**src/rtl/apb_pkg.sv**
```systemverilog
// rtl/apb_pkg.sv - shared types and default widths for the APB master bridge
package apb_pkg;

  localparam int APB_ADDR_WIDTH = 8;
  localparam int APB_DATA_WIDTH = 32;

  typedef enum logic [1:0] {
    IDLE   = 2'd0,
    SETUP  = 2'd1,
    ACCESS = 2'd2,
    RESP   = 2'd3
  } apb_state_e;

  typedef struct packed {
    logic [APB_DATA_WIDTH-1:0] rdata;
    logic                      err;
  } apb_rsp_t;

endpackage

```
**src/rtl/apb_master_bridge_if.sv**
```systemverilog
// rtl/apb_master_bridge_if.sv - command/response port plus APB3 completer signals
interface apb_master_bridge_if
  import apb_pkg::*;
#(
  parameter int ADDR_WIDTH = APB_ADDR_WIDTH,
  parameter int DATA_WIDTH = APB_DATA_WIDTH
);

  logic                  cmd_valid;
  logic                  cmd_ready;
  logic                  cmd_write;
  logic [ADDR_WIDTH-1:0] cmd_addr;
  logic [DATA_WIDTH-1:0] cmd_wdata;

  logic                  rsp_valid;
  logic                  rsp_ready;
  logic [DATA_WIDTH-1:0] rsp_rdata;
  logic                  rsp_err;

  logic                  PSEL;
  logic                  PENABLE;
  logic                  PWRITE;
  logic [ADDR_WIDTH-1:0] PADDR;
  logic [DATA_WIDTH-1:0] PWDATA;
  logic [DATA_WIDTH-1:0] PRDATA;
  logic                  PREADY;
  logic                  PSLVERR;

  modport master (
    input  cmd_valid, cmd_write, cmd_addr, cmd_wdata, rsp_ready,
    input  PRDATA, PREADY, PSLVERR,
    output cmd_ready, rsp_valid, rsp_rdata, rsp_err,
    output PSEL, PENABLE, PWRITE, PADDR, PWDATA
  );

  modport slave (
    output cmd_valid, cmd_write, cmd_addr, cmd_wdata, rsp_ready,
    output PRDATA, PREADY, PSLVERR,
    input  cmd_ready, rsp_valid, rsp_rdata, rsp_err,
    input  PSEL, PENABLE, PWRITE, PADDR, PWDATA
  );

endinterface

```
**src/rtl/apb_wait_timer.sv**
```systemverilog
// rtl/apb_wait_timer.sv - saturating ACCESS wait counter with timeout detect
module apb_wait_timer #(
  parameter int TIMEOUT_CYCLES = 16
) (
  input  logic PCLK,
  input  logic PRESETn,
  input  logic clr_i,
  input  logic inc_i,
  output logic expired_o
);

  localparam int CNT_MAX = (TIMEOUT_CYCLES == 0) ? 1 : TIMEOUT_CYCLES;
  localparam int CW      = $clog2(CNT_MAX + 1);
  localparam logic [CW-1:0] MAX_V  = CW'(CNT_MAX);
  localparam logic [CW-1:0] LAST_V = CW'(CNT_MAX - 1);

  logic [CW-1:0] count_q;
  logic [CW-1:0] count_d;

  always_comb begin
    count_d = count_q;
    if (clr_i) begin
      count_d = '0;
    end else if (inc_i && (count_q != MAX_V)) begin
      count_d = count_q + CW'(1);
    end
  end

  always_ff @(posedge PCLK or negedge PRESETn) begin
    if (!PRESETn) begin
      count_q <= '0;
    end else begin
      count_q <= count_d;
    end
  end

  // Fires on the increment that brings the count up to the limit.
  assign expired_o = (TIMEOUT_CYCLES != 0) && inc_i && (count_q == LAST_V);

endmodule

```
**src/rtl/apb_master_bridge.sv**
```systemverilog
// rtl/apb_master_bridge.sv - single-outstanding valid/ready to APB3 master bridge
module apb_master_bridge
  import apb_pkg::*;
#(
  parameter int ADDR_WIDTH     = APB_ADDR_WIDTH,
  parameter int DATA_WIDTH     = APB_DATA_WIDTH,
  parameter int TIMEOUT_CYCLES = 16
) (
  input  logic                PCLK,
  input  logic                PRESETn,
  apb_master_bridge_if.master bus
);

  apb_state_e state_q, state_d;

  logic                  psel_q, psel_d;
  logic                  penable_q, penable_d;
  logic                  pwrite_q, pwrite_d;
  logic [ADDR_WIDTH-1:0] paddr_q, paddr_d;
  logic [DATA_WIDTH-1:0] pwdata_q, pwdata_d;
  logic                  cmd_ready_q, cmd_ready_d;
  logic                  rsp_valid_q, rsp_valid_d;
  logic [DATA_WIDTH-1:0] rsp_rdata_q, rsp_rdata_d;
  logic                  rsp_err_q, rsp_err_d;

  logic accept;
  logic timed_out;

  assign accept = cmd_ready_q && bus.cmd_valid;

  apb_wait_timer #(
    .TIMEOUT_CYCLES(TIMEOUT_CYCLES)
  ) u_timer (
    .PCLK      (PCLK),
    .PRESETn   (PRESETn),
    .clr_i     (accept),
    .inc_i     ((state_q == ACCESS) && !bus.PREADY),
    .expired_o (timed_out)
  );

  always_ff @(posedge PCLK or negedge PRESETn) begin
    if (!PRESETn) begin
      state_q <= IDLE;
    end else begin
      state_q <= state_d;
    end
  end

  always_comb begin
    state_d = state_q;
    case (state_q)
      IDLE:    if (accept) state_d = SETUP;
      SETUP:   state_d = ACCESS;
      ACCESS:  if (bus.PREADY || timed_out) state_d = RESP;
      RESP:    if (bus.rsp_ready) state_d = IDLE;
      default: state_d = IDLE;
    endcase
  end

  // Outputs are derived from the next state so every port comes straight off a flop.
  always_comb begin
    psel_d      = (state_d == SETUP) || (state_d == ACCESS);
    penable_d   = (state_d == ACCESS);
    cmd_ready_d = (state_d == IDLE);
    rsp_valid_d = (state_d == RESP);
    pwrite_d    = pwrite_q;
    paddr_d     = paddr_q;
    pwdata_d    = pwdata_q;
    rsp_rdata_d = rsp_rdata_q;
    rsp_err_d   = rsp_err_q;
    if (accept) begin
      pwrite_d = bus.cmd_write;
      paddr_d  = bus.cmd_addr;
      pwdata_d = bus.cmd_wdata;
    end
    if (state_q == ACCESS) begin
      if (bus.PREADY) begin
        rsp_err_d   = bus.PSLVERR;
        rsp_rdata_d = (pwrite_q || bus.PSLVERR) ? '0 : bus.PRDATA;
      end else if (timed_out) begin
        rsp_err_d   = 1'b1;
        rsp_rdata_d = '0;
      end
    end
  end

  always_ff @(posedge PCLK or negedge PRESETn) begin
    if (!PRESETn) begin
      psel_q      <= 1'b0;
      penable_q   <= 1'b0;
      pwrite_q    <= 1'b0;
      paddr_q     <= '0;
      pwdata_q    <= '0;
      cmd_ready_q <= 1'b1;
      rsp_valid_q <= 1'b0;
      rsp_rdata_q <= '0;
      rsp_err_q   <= 1'b0;
    end else begin
      psel_q      <= psel_d;
      penable_q   <= penable_d;
      pwrite_q    <= pwrite_d;
      paddr_q     <= paddr_d;
      pwdata_q    <= pwdata_d;
      cmd_ready_q <= cmd_ready_d;
      rsp_valid_q <= rsp_valid_d;
      rsp_rdata_q <= rsp_rdata_d;
      rsp_err_q   <= rsp_err_d;
    end
  end

  assign bus.PSEL      = psel_q;
  assign bus.PENABLE   = penable_q;
  assign bus.PWRITE    = pwrite_q;
  assign bus.PADDR     = paddr_q;
  assign bus.PWDATA    = pwdata_q;
  assign bus.cmd_ready = cmd_ready_q;
  assign bus.rsp_valid = rsp_valid_q;
  assign bus.rsp_rdata = rsp_rdata_q;
  assign bus.rsp_err   = rsp_err_q;

endmodule

```
**src/flat_wrapper.sv**
```systemverilog
// flat-port wrapper written by rule: the top's interface ports become plain ports
module apb_master_bridge_flat import apb_pkg::*;
#(
  parameter int ADDR_WIDTH     = APB_ADDR_WIDTH,
  parameter int DATA_WIDTH     = APB_DATA_WIDTH,
  parameter int TIMEOUT_CYCLES = 16
)
  (PCLK, PRESETn, bus_cmd_valid, bus_cmd_write, bus_cmd_addr, bus_cmd_wdata, bus_rsp_ready, bus_PRDATA, bus_PREADY, bus_PSLVERR, bus_cmd_ready, bus_rsp_valid, bus_rsp_rdata, bus_rsp_err, bus_PSEL, bus_PENABLE, bus_PWRITE, bus_PADDR, bus_PWDATA);
  apb_master_bridge_if #(.ADDR_WIDTH(ADDR_WIDTH), .DATA_WIDTH(DATA_WIDTH)) bus_i ();
  input  logic PCLK;
  input  logic PRESETn;
  input wire logic [$bits(bus_i.cmd_valid)-1:0] bus_cmd_valid;
  input wire logic [$bits(bus_i.cmd_write)-1:0] bus_cmd_write;
  input wire logic [$bits(bus_i.cmd_addr)-1:0] bus_cmd_addr;
  input wire logic [$bits(bus_i.cmd_wdata)-1:0] bus_cmd_wdata;
  input wire logic [$bits(bus_i.rsp_ready)-1:0] bus_rsp_ready;
  input wire logic [$bits(bus_i.PRDATA)-1:0] bus_PRDATA;
  input wire logic [$bits(bus_i.PREADY)-1:0] bus_PREADY;
  input wire logic [$bits(bus_i.PSLVERR)-1:0] bus_PSLVERR;
  output wire logic [$bits(bus_i.cmd_ready)-1:0] bus_cmd_ready;
  output wire logic [$bits(bus_i.rsp_valid)-1:0] bus_rsp_valid;
  output wire logic [$bits(bus_i.rsp_rdata)-1:0] bus_rsp_rdata;
  output wire logic [$bits(bus_i.rsp_err)-1:0] bus_rsp_err;
  output wire logic [$bits(bus_i.PSEL)-1:0] bus_PSEL;
  output wire logic [$bits(bus_i.PENABLE)-1:0] bus_PENABLE;
  output wire logic [$bits(bus_i.PWRITE)-1:0] bus_PWRITE;
  output wire logic [$bits(bus_i.PADDR)-1:0] bus_PADDR;
  output wire logic [$bits(bus_i.PWDATA)-1:0] bus_PWDATA;
  assign bus_i.cmd_valid = bus_cmd_valid;
  assign bus_i.cmd_write = bus_cmd_write;
  assign bus_i.cmd_addr = bus_cmd_addr;
  assign bus_i.cmd_wdata = bus_cmd_wdata;
  assign bus_i.rsp_ready = bus_rsp_ready;
  assign bus_i.PRDATA = bus_PRDATA;
  assign bus_i.PREADY = bus_PREADY;
  assign bus_i.PSLVERR = bus_PSLVERR;
  assign bus_cmd_ready = bus_i.cmd_ready;
  assign bus_rsp_valid = bus_i.rsp_valid;
  assign bus_rsp_rdata = bus_i.rsp_rdata;
  assign bus_rsp_err = bus_i.rsp_err;
  assign bus_PSEL = bus_i.PSEL;
  assign bus_PENABLE = bus_i.PENABLE;
  assign bus_PWRITE = bus_i.PWRITE;
  assign bus_PADDR = bus_i.PADDR;
  assign bus_PWDATA = bus_i.PWDATA;
  apb_master_bridge #(.ADDR_WIDTH(ADDR_WIDTH), .DATA_WIDTH(DATA_WIDTH), .TIMEOUT_CYCLES(TIMEOUT_CYCLES)) u_core (.PCLK(PCLK), .PRESETn(PRESETn), .bus(bus_i));
endmodule
```
**config.mk**
```make
export PLATFORM = sky130hd
export DESIGN_NAME = apb_master_bridge_flat
export DESIGN_NICKNAME = d
export VERILOG_FILES = /design/src/rtl/apb_pkg.sv /design/src/rtl/apb_master_bridge_if.sv /design/src/rtl/apb_wait_timer.sv /design/src/rtl/apb_master_bridge.sv /design/src/flat_wrapper.sv
export SDC_FILE = /design/constraint.sdc
export NUM_CORES = 1
export LEC_CHECK = 0
export BUFFER_PORTS_ARGS = -buffer_cell sky130_fd_sc_hd__buf_4
export CAP_MARGIN = 20
export CORE_ASPECT_RATIO = 1.5
export CORE_UTILIZATION = 40
export CTS_CLUSTER_DIAMETER = 100
export CTS_CLUSTER_SIZE = 12
export DETAILED_ROUTE_END_ITERATION = 8
export PLACE_DENSITY = 0.77
export SYNTH_ARGS = -nofsm -noshare
export SYNTH_HDL_FRONTEND = slang
export SYNTH_SLANG_ARGS = --single-unit
```
**constraint.sdc**
```tcl
create_clock -name PCLK -period 2.9 [get_ports PCLK]
set_input_delay 0.435 -clock PCLK [delete_from_list [all_inputs] [get_ports PCLK]]
set_output_delay 0.435 -clock PCLK [all_outputs]
set_load 0.01 [all_outputs]
```
==> Word level (Yosys, flattened, before mapping) <==
Index checks and enable logic that the tools add are counted.
{ "op_classes": {"shift": 0, "mul": 0, "addsub": 1, "eq_ne": 8, "muxes": 11, "n_div": 0, "bitwise": 0, "order_cmp": 0, "reduce_logical": 13} }
{ "op_table": {"columns": ["op", "n"], "rows": [
  ["$mux 32", 3],
  ["$mux 5", 2],
  ["$eq 2x2->1 const B", 4],
  ["$pmux 2 s4", 1],
  ["$mux 2", 3],
  ["$add 5x1->5 const B", 1],
  ["$eq 5x4->1 const B", 1],
  ["$ne 5x5->1 const B", 1],
  ["$eq 2x1->1 const B", 2],
  ["$logic_and 1x1->1", 4],
  ["$logic_not 2->1", 2],
  ["$reduce_bool 2->1", 2],
  ["$logic_or 1x1->1", 3],
  ["$mux 1", 2],
  ["$reduce_and 2->1", 1],
  ["$logic_not 1->1", 1]
]} }
{ "word_totals": {"mem_count": 0, "latch_bits": 0, "mem_bits_rw": 0, "input_bits": 79, "romBits": 0, "ff_bits": 85, "elab_cells": 44, "output_inout_bits": 78} }

==> Logic depth before layout (Yosys ltp) <==
Gate-level depths: netlist (run 1).
{ "depth": {"ltp_word": 8, "ltp_mapped": 7, "mapped_depth_nobuf": 6} }

==> Modules after synthesis <==
Synthesis (run 1) repeated with hierarchy kept, for this count alone.
{ "unflattened": {"cells_unflattened": 290, "area_unflattened_um2": 3553.4} }
{ "modules_own_cells": {"columns": ["module", "instances", "seq_area_each_um2", "cells_each", "area_per_inst_um2"], "rows": [
  ["apb_master_bridge", 1, 2003.2, 260, 3256.9],
  ["apb_wait_timer", 1, 125.1, 30, 296.5]
]} }

==> Least setup slack after synthesis (run 1) <==
Ideal clock, no wire load.
{ "synth_timing": {"path_type": "reg-to-reg", "start": "register u_core.u_timer.count_q[0]", "end": "register u_core.psel_q (netlist: u_core.bus.PSEL)", "period_less_slack_ps": 2139, "arrival_ps": 2013, "n_path_buf": 1, "required_ps": 2774, "setup_slack_ps": 761, "setup_time_ps": 126, "path_stages_with_launch": 8, "cell_sequence": "dfrtp_1 ha_1 and3_1 ha_1 o21ai_1 clkbuf_1 o311a_1 ha_1"} }
{ "synth_via": {"elab_chain_len": 7, "elab_cells_between_ends": 8, "cone_classes": "3 x eq/ne; 2 x mux; 3 x reduce/logical"} }
{ "synth_lines": {"columns": ["element", "line", "source"], "rows": [
  ["start: declaration", "apb_wait_timer.sv:17", "logic [CW-1:0] count_q;"],
  ["start signal: assignment", "apb_wait_timer.sv:33", "count_q <= count_d;"],
  ["$eq 5x4->1 (*)", "apb_wait_timer.sv:38", "assign expired_o = (TIMEOUT_CYCLES != 0) && inc_i && (count_q == LAST_V);"],
  ["$logic_and 1x1->1 (*)", "apb_wait_timer.sv:38", null],
  ["$logic_or 1x1->1 (*)", "apb_master_bridge.sv:54", "ACCESS: if (bus.PREADY || timed_out) state_d = RESP;"],
  ["$mux 2 (*)", "apb_master_bridge.sv:54", null],
  ["$pmux 2 s4 (*)", "apb_master_bridge.sv:51", "case (state_q)"],
  ["$eq 2x1->1 / $eq 2x2->1 (equally long branches)", "apb_master_bridge.sv:62", "psel_d = (state_d == SETUP) || (state_d == ACCESS);"],
  ["$logic_or 1x1->1 (*)", "apb_master_bridge.sv:62", null],
  ["net u_core.psel_d", "apb_master_bridge.sv:16", "logic psel_q, psel_d;"],
  ["end signal: assignment", "apb_master_bridge.sv:99", "psel_q <= psel_d;"],
  ["end: declaration", "apb_master_bridge.sv:16", null]
]} }
Mark *: on every way through the listed nets, which the timed path passes. The rest lies on a longest branch.
A chain may end at the register's enable or synchronous reset.

==> Final worst setup path (run 1) <==
{ "layout_timing": {"start": "register u_core.u_timer.count_q[0]", "end": "register u_core.rsp_rdata_q[17] (netlist: u_core.bus.rsp_rdata[17])"} }
{ "layout_via": {"elab_chain_len": 4} }
{ "layout_lines": {"columns": ["element", "line", "source"], "rows": [
  ["$eq 5x4->1", "apb_wait_timer.sv:38", null],
  ["$logic_and 1x1->1", "apb_wait_timer.sv:38", null],
  ["$reduce_bool 2->1 (no source line)", null, null],
  ["$reduce_and 2->1 (no source line)", null, null],
  ["end signal: assignment", "apb_master_bridge.sv:106", "rsp_rdata_q <= rsp_rdata_d;"],
  ["end: declaration", "apb_master_bridge.sv:23", "logic [DATA_WIDTH-1:0] rsp_rdata_q, rsp_rdata_d;"]
]} }
Every way passes these cells.

==> results.md, run 1 <==
- CP Max Fanout: 33
- # Post-CTS Setup Buffers: 0
- CTS tree: yes
- Sequential area share after synthesis: 0.6593
- Area share of the largest cell type after synthesis: 0.6512
- Mapped cell area: 0.003228 sq mm
- Cts hold-fix bufs: 0
- Grt ovf: 0
- Tightest Pin Transition: about 0.50 ns
- Post-Synthesis Cells: 212
- Area leader, netlist: dfrtp_1
- Clock skew: 0.002709 ns
- TritonRoute pass-1 iters: 4
- Critical path capture point type: flip-flop
- Worst reg-to-reg setup slack: approximately 1.1 ns
- Buffers from clock root to sink, at most: 2
- WHS: about 0.066 ns
- Die height: ~110 microns
- Die width: ~75 microns
- Synth unique cells: 32
- Largest cells by area after synthesis: dfrtp_1, mux2_2, a22o_1
- Slew headroom: 0.6677
- Filler cells: 619
- Worst-Skew Late Latency: roughly 0.33 ns
- DR iter-0 viols: 146
- Final Cycle Share: 0.6129
- First-pass GRT wire length: around 12 mm
- Syn_nets: between 200 and 300
- Core area: 0.007710 sq mm
- Peak Freq: between 500 and 600 MHz
- Clock sinks: 85
- Root buffer cell: clkbuf_16
- I/O Pins: approximately 160
- IO buf count: 156
- Worst EP required: ~3.2 ns
- Vias in the first global route: between 2,000 and 2,500
- GP Congestion: between 0.8 and 0.9
- Worst Reg2Reg Path Length in Cells: 6
- RSZ-0062 raised after global routing: no
- Maximum vdd drop: ~0.47 mV
- Total CTS buffers: 9
- Max Cap Viol: 0
- Routed Antenna Nets: 0
- Remaining DRCs: 0
- Reg clk slew, reported paths: 0.06 ns
- Via count: 2,385
- Leakage dissipation: roughly 2.4 nW
- Outcome: finished, final reports clean
- Final Hold Vio Count: 0
- Startpoint Class: flip-flop
- Syn. warnings: 0
- Die area: between 0.008 and 0.009 sq mm
- H-tree levels: 3
- Setup tns final: 0 ns
- Total wire length: 7.221 mm
- Tmin final: about 1.8 ns
- Nets: approximately 460
- Largest net degree at the start of global routing: between 40 and 50
- HP Class: in2async
- Layout cells sized above 1: 0.5904
- FF+latch count, synth: between 80 and 90
- P per Cell Area: around 1100 mW/mm^2
- Row count: 39
- Worst path arrival time: 2.05 ns
- Synth-to-layout area growth: 50.58%
- Diode count: 0
- Vias per cell: between 4 and 5
- Pins over their slew limit: 0
- Final setup fails: 0
- Critical R2R Capture: u_core.bus.rsp_rdata[17]
- All-Layer GR Usage: 0.1823
- Synthesized area per cell: around 15 sq um
- Per-cell routed wire length: ~15 microns
- Reg2reg start: u_core.u_timer.count_q[0]
- Critical path class: reg2reg
- Post-CTS resize count: 0
- Initial antenna violation count: 0
- DP HPWL: 5.153 mm
- Starting Density: 0.4187
-- per-layer routing --
metal | vias up | track usage | routed length [microns] | share of wire
li1 | 1102 | - | - | -
met1 | 1155 | 0.2244 | 2809 | 0.39
met2 | 104 | 0.2833 | 3620 | 0.50
met3 | 24 | 0.03411 | 445 | 0.062
met4 | 0 | 0.1247 | 346 | 0.048
met5 | - | 0 | 0 | 0
-- Yosys cell counts --
library cell  count
dfrtp_1          84
mux2_2           41
a22o_1           32
buf_2             6
ha_1              6
clkbuf_1          5
inv_1             5
nand3_1           3
o21ai_0           3
a21oi_1           2
nand2_1           2
nor2_1            2
nor3b_1           2
a21boi_0          1
a221oi_1          1
a32o_1            1
and2_1            1
and3_1            1
clkbuf_2          1
dfstp_2           1
nand3b_1          1
nand4_1           1
nand4bb_1         1
nor2b_1           1
nor4bb_1          1
o21ai_1           1
o311a_1           1
o311ai_0          1
o31ai_1           1
or3_1             1
or3b_4            1
or4bb_1           1
-- where the power goes --
part / switching (W) / internal, W
Clock: 0.000464 / 0.000776
Sequential: 0.000324 / 0.00174
Combinational: 0.000826 / 0.00118
Total: 0.00161 / 0.00370
-- worst max path at each step --
stage                                    from  slack [ns]                  endpoint
floorplan           u_core.u_timer.count_q[0]        0.76           u_core.bus.PSEL
global placement    u_core.u_timer.count_q[0]        1.17        u_core.bus.rsp_err
detailed placement  u_core.u_timer.count_q[0]        1.13  u_core.bus.rsp_rdata[17]
CTS                 u_core.u_timer.count_q[0]        1.12        u_core.bus.rsp_err
global route        u_core.u_timer.count_q[0]        1.01  u_core.bus.rsp_rdata[14]
finish              u_core.u_timer.count_q[0]        1.12  u_core.bus.rsp_rdata[17]
-- state kept, by name, indices dropped and copies added (netlist names) --
name and cells:
u_core.bus.PENABLE 1, u_core.bus.PWDATA 32, u_core.bus.rsp_valid 1, u_core.bus.rsp_err 1, u_core.bus.rsp_rdata 32, u_core.bus.cmd_ready 1, u_core.bus.PSEL 1, u_core.bus.PWRITE 1
u_core.u_timer.count_q 5, u_core.bus.PADDR 8, u_core.state_q 2
-- worst max-delay path: stages (launching register included) --
cell	delay, ns
dfrtp_1	0.41
ha_1	0.22
and3_1	0.18
ha_1	0.18
o21ai_2	0.15
buf_4	0.36
a22o_1	0.21
-- per-stage QoR --
step                cells    util  worst slack (ns)  instance area (sq um)  power, W
finish                478  0.6305             1.123                   4861  0.005312
global route          478  0.6305             1.010                   4861  0.005617
CTS                   478  0.6305             1.120                   4861  0.005363
detailed placement    462  0.5883             1.127                   4536  0.004119
global placement      462  0.5883             1.170                   4536  0.004054
floorplan             212       -            0.7608                   3228  0.003015
-- placed cells by master, fill, tap and decap left out, drive strengths merged --
cell and instances:
nand4bb 1, nand4 1, clkbuf 10, or3b 1, nand3 3, or3 1, a22o 32, nand3b 1
nor2 2, dfrtp 84, bufinv 2, ha 6, nor2b 1, a32o 1, a21boi 1, inv 5
buf 160, o311a 1, and2 1, a221oi 1, or4bb 1, dfstp 1, and3 1, nor3b 2
clkinv 3, clkinvlp 1, o31ai 1, nor4bb 1, a21oi 2, mux2 41, o21ai 4, o311ai 1
nand2 2
-- cells by family after synthesis --
| logic type | after synthesis | synth area share |
|---|---|---|
| AO/OA/AOI/OAI | 44 | 0.1124 |
| adder cells (fa/ha/maj) | 6 | 0.02326 |
| buffers and inverters | 17 | 0.02248 |
| flip-flops | 85 | 0.6593 |
| multiplexers | 41 | 0.1430 |
| AND/OR/NAND/NOR | 19 | 0.03954 |
-- final cells by class --
type	count	area, sq um	share of cell area
tap	102	127.6	0.02625
timing repair buffer	160	1226	0.2523
sequential	85	2128	0.4378
clock buffer	10	239.0	0.04916
multi-input combinational	110	1035	0.2129
clock inverter	6	86.33	0.01776
inverter	5	18.77	0.003861
No activity file was read; power rests on OpenSTA's default activity.
==> inputs of run 2 (changes only) <==
--- a/config.mk
+++ b/config.mk
@@ -5,6 +5,7 @@
 export SDC_FILE = /design/constraint.sdc
 export NUM_CORES = 1
 export LEC_CHECK = 0
+export ABC_AREA = 1
 export BUFFER_PORTS_ARGS = -buffer_cell sky130_fd_sc_hd__buf_4
 export CAP_MARGIN = 20
 export CORE_ASPECT_RATIO = 1.5
@@ -12,7 +13,7 @@
 export CTS_CLUSTER_DIAMETER = 100
 export CTS_CLUSTER_SIZE = 12
 export DETAILED_ROUTE_END_ITERATION = 8
-export PLACE_DENSITY = 0.77
+export PLACE_DENSITY = 0.78
 export SYNTH_ARGS = -nofsm -noshare
 export SYNTH_HDL_FRONTEND = slang
 export SYNTH_SLANG_ARGS = --single-unit
==> constraint.sdc (replaced) <==
create_clock -name PCLK -period 1.49 [get_ports PCLK]
set_input_delay 0.2235 -clock PCLK [delete_from_list [all_inputs] [get_ports PCLK]]
set_output_delay 0.2235 -clock PCLK [all_outputs]
set_load 0.01 [all_outputs]
==> run 2 against run 1 <==
Compared with the run above:
- the run now ends with setup timing left
- synthesized area up 11%
- maximum frequency up 5.9%
- clock power up 75%
- critical path depth up 4
- sequential share of layout area down 4.1 points
==> results.md, run 2 <==
- P per Cell Area: 1890 mW/mm^2 (+73%)
- Post-Place Worst Slack: -0.1191 ns (-1.246 ns)
- Initial antenna violation count: 0 (unchanged)
- Asr flop ratio synth: 1.000 (unchanged)
- Final Cycle Share: 1.127 (+0.5137)
- Syn. warnings: 0 (unchanged)
- Leakage dissipation: 2.848 nW (+18%)
- DP HPWL: 6.399 mm (+24%)
- Tmin final: 1.679 ns (-0.09874 ns)
- Worst path arrival time: 1.90 ns (-0.15 ns)
- Sequential standard cell area: 0.002128 sq mm (unchanged)
- Layout cells sized above 1: 0.4124 (-0.1780)
- Synth unique cells: 21 (-34%)
- M3 GR Usage: 0.03953 (+0.005424)
- RSZ-0062 raised after global routing: yes
- Crit path buf inv count: 3 (+2)
- Multi-input gate area: 0.001315 sq mm (+27%)
- Clock skew: 0.004398 ns (+0.001689 ns)
- Die width: 79.42 microns (+5.4%)
- TritonRoute pass-1 iters: 4 (unchanged)
- Die height: 118.1 microns (+5.4%)
- Final Hold Vio Count: 0 (unchanged)
- Critical path class: reg2reg
- Core area: 0.008776 sq mm (+14%)
- Via count: 3,254 (+36%)
- Largest net degree at the start of global routing: 41 (-15%)
- Slowest cell on the critical path: dfrtp_1
- Grt ovf: 0 (unchanged)
- Total wire length: 8.818 mm (+22%)
- All-Layer GR Usage: 0.1964 (+0.01415)
- Starting Density: 0.4098 (-0.008943)
- CP top delay family: adder cells
- Ys flop type: dfrtp_1
- Maximum vdd drop: 1.002 mV (+110%)
- Synthesized area per cell: 9.244 sq um (-39%)
- Clock sinks: 85 (unchanged)
- M2 GR Usage: 0.3394 (+0.05611)
- Slew headroom: 0.7273 (+0.05958)
- Die area: 0.009381 sq mm (+11%)
- Most frequent cells in the layout: buf_4, nand2_1, dfrtp_1
- Area share of the largest cell type after synthesis: 0.5846 (-0.06661)
- Vias per cell: 4.821 (-3.4%)
- Mapped cell area: 0.003596 sq mm (+11%)
- Filler cells: 742 (+20%)
- Syn_nets: 474 (+60%)
- Final total power: 0.01014 W (+91%)
- Global route hottest layer: met2
- IO buf count: 156 (unchanged)
- Worst-Skew Late Latency: 0.33 ns (about the same)
- Root buffer cell: clkbuf_16
- GP Congestion: 0.7272 (-11%)
- Peak Freq: 595.7 MHz (+5.9%)
- CP max stage delay: 0.38 ns (-0.03 ns)
- Largest cells by area after synthesis: dfrtp_1, nand2_1, nand3_1
- Top cell by count, worst path: ha_2
- CTS tree: yes
- CP Max Fanout: 2 (-94%)
- Buffers from clock root to sink, at most: 2 (unchanged)
- Remaining DRCs: 0 (unchanged)
- I/O Pins: 157 (unchanged)
- Critical path cell sequence: ha_2, nand2_2, nor2_2, ha_2, o21ai_4, inv_4, nor3_4, buf_6, inv_2, ha_2
- First-pass GRT wire length: 14.50 mm (+26%)
- Outcome: finished with violations
- Routing usage on met1: 0.2282 (+0.003811)
- H-tree levels: 3 (unchanged)
- Routed Antenna Nets: 0 (unchanged)
- Startpoint Class: flip-flop
- Area leader, netlist: dfrtp_1
- FF+latch count, synth: 85 (unchanged)
- Final setup fails: 38 (+38)
- DR iter-0 viols: 196 (+34%)
- Post-synth EDFFs: 0 (unchanged)
- Core Util, Final: 0.6112 (-0.01927)
- Total CTS buffers: 9 (unchanged)
- Synth-to-layout area growth: 49.16%
- Nets: 645 (+41%)
- Reg clk slew, reported paths: 0.06 ns (about the same)
- Count leader, synth: nand2_1
- Max Cap Viol: 0 (unchanged)
- Diode count: 0 (unchanged)
- Worst EP required: 1.71 ns (-1.46 ns)
- Sequential area share after synthesis: 0.5919 (-0.06744)
- Vias in the first global route: 3,313 (+37%)
- Critical path capture point type: flip-flop
- Commonest non-fill, non-tap cell in the layout: buf_4
- Pins over their slew limit: 0 (unchanged)
- Post-Synthesis Cells: 389 (+83%)
- Row count: 42 (+7.7%)
- Per-cell routed wire length: 13.06 microns (-14%)
- HP Class: in2reg
- Most frequent cells after synthesis: nand2_1, dfrtp_1, nand3_1
- Tightest Pin Transition: 0.4091 ns (-0.08937 ns)
- Worst setup margin: -0.1886 ns (-1.311 ns)
- Failing checks: setup timing
==> run 2: cell count changes after synthesis, moves of 3 or more <==
cell / change
o21ai_2: +21
a22o_1: -32
nand3_1: +35
buf_2: +5
o21ai_0: +6
o21ai_1: +3
inv_1: +5
mux2_2: -41
buf_6: +6
nand2_1: +168
nor2_1: +9
==> run 2: power breakdown <==
part           internal [W]  switching, W
Clock               0.00134      0.000835
Combinational       0.00208       0.00210
Sequential          0.00323      0.000549
==> run 2: per-layer routing <==
| metal | vias to the layer above | wire length, microns |
|---|---|---|
| li1 | 1567 | - |
| met1 | 1556 | 3509 |
| met2 | 117 | 4617 |
| met3 | 14 | 519 |
| met4 | 0 | 171 |
| met5 | - | 0 |
==> run 2: area by class of cell <==
cell class / count / area share
clock buffer: 12 / 0.04595
clock inverter: 4 / 0.008864
inverter: 13 / 0.009564
multi-input combinational: 268 / 0.2452
sequential: 85 / 0.3968
tap: 110 / 0.02566
timing repair buffer: 183 / 0.2680
==> run 2: worst paths after layout <==
check                                          start                       end  slack, ns  cells past startpoint
max in group asynchronous                    PRESETn     u_core.bus.PWDATA[24]       0.72                      3
min in group asynchronous                    PRESETn  u_core.bus.rsp_rdata[10]       0.27                      2
max reg2reg                u_core.u_timer.count_q[0]      u_core.bus.rsp_valid      -0.19                     10
min                                bus_cmd_wdata[30]     u_core.bus.PWDATA[30]       0.09                      3
max                        u_core.u_timer.count_q[0]      u_core.bus.rsp_valid      -0.19                     10
min reg2reg                      u_core.bus.PADDR[5]       u_core.bus.PADDR[5]       0.48                      2
==> run 2: logic make-up after synthesis <==
group                      Yosys count  synth area share
AOI/OAI and AO/OA                   35           0.07063
adders and majority gates            6           0.02088
buffers and inverters               36           0.05498
DFF                                 85            0.5919
and+or+nand+nor                    227            0.2617
==> run 2: through the flow <==
stage / hold slack (ns) / TNS, ns / cell area (sq um) / std cells
floorplan: -0.07209 / -0.5421 / 3603 / 389
global placement: 0.06388 / -1.833 / 4986 / 654
detailed placement: 0.06428 / -2.962 / 4986 / 654
CTS: 0.07662 / -3.685 / 5320 / 674
global route: 0.08008 / -7.640 / 5364 / 675
finish: 0.08758 / -4.850 / 5364 / 675
==> run 2: worst reg2reg max path: stages, from the launching register on <==
cell,delay [ns]
dfrtp_1,0.38
ha_2,0.21
nand2_2,0.09
nor2_2,0.04
ha_2,0.17
o21ai_4,0.16
inv_4,0.06
nor3_4,0.16
buf_6,0.13
inv_2,0.03
ha_2,0.15
==> run 2: repair_timing <==
item / 4_1_cts / 5_1_grt
hold buffers: 1 / 0
pin swaps: 1 / 3
setup buffers: 3 / 2
hold endpoints to repair: 48 / 0
setup endpoints to repair: 36 / 40
cloned: 0 / 0
gates resized for setup: 3 / 9
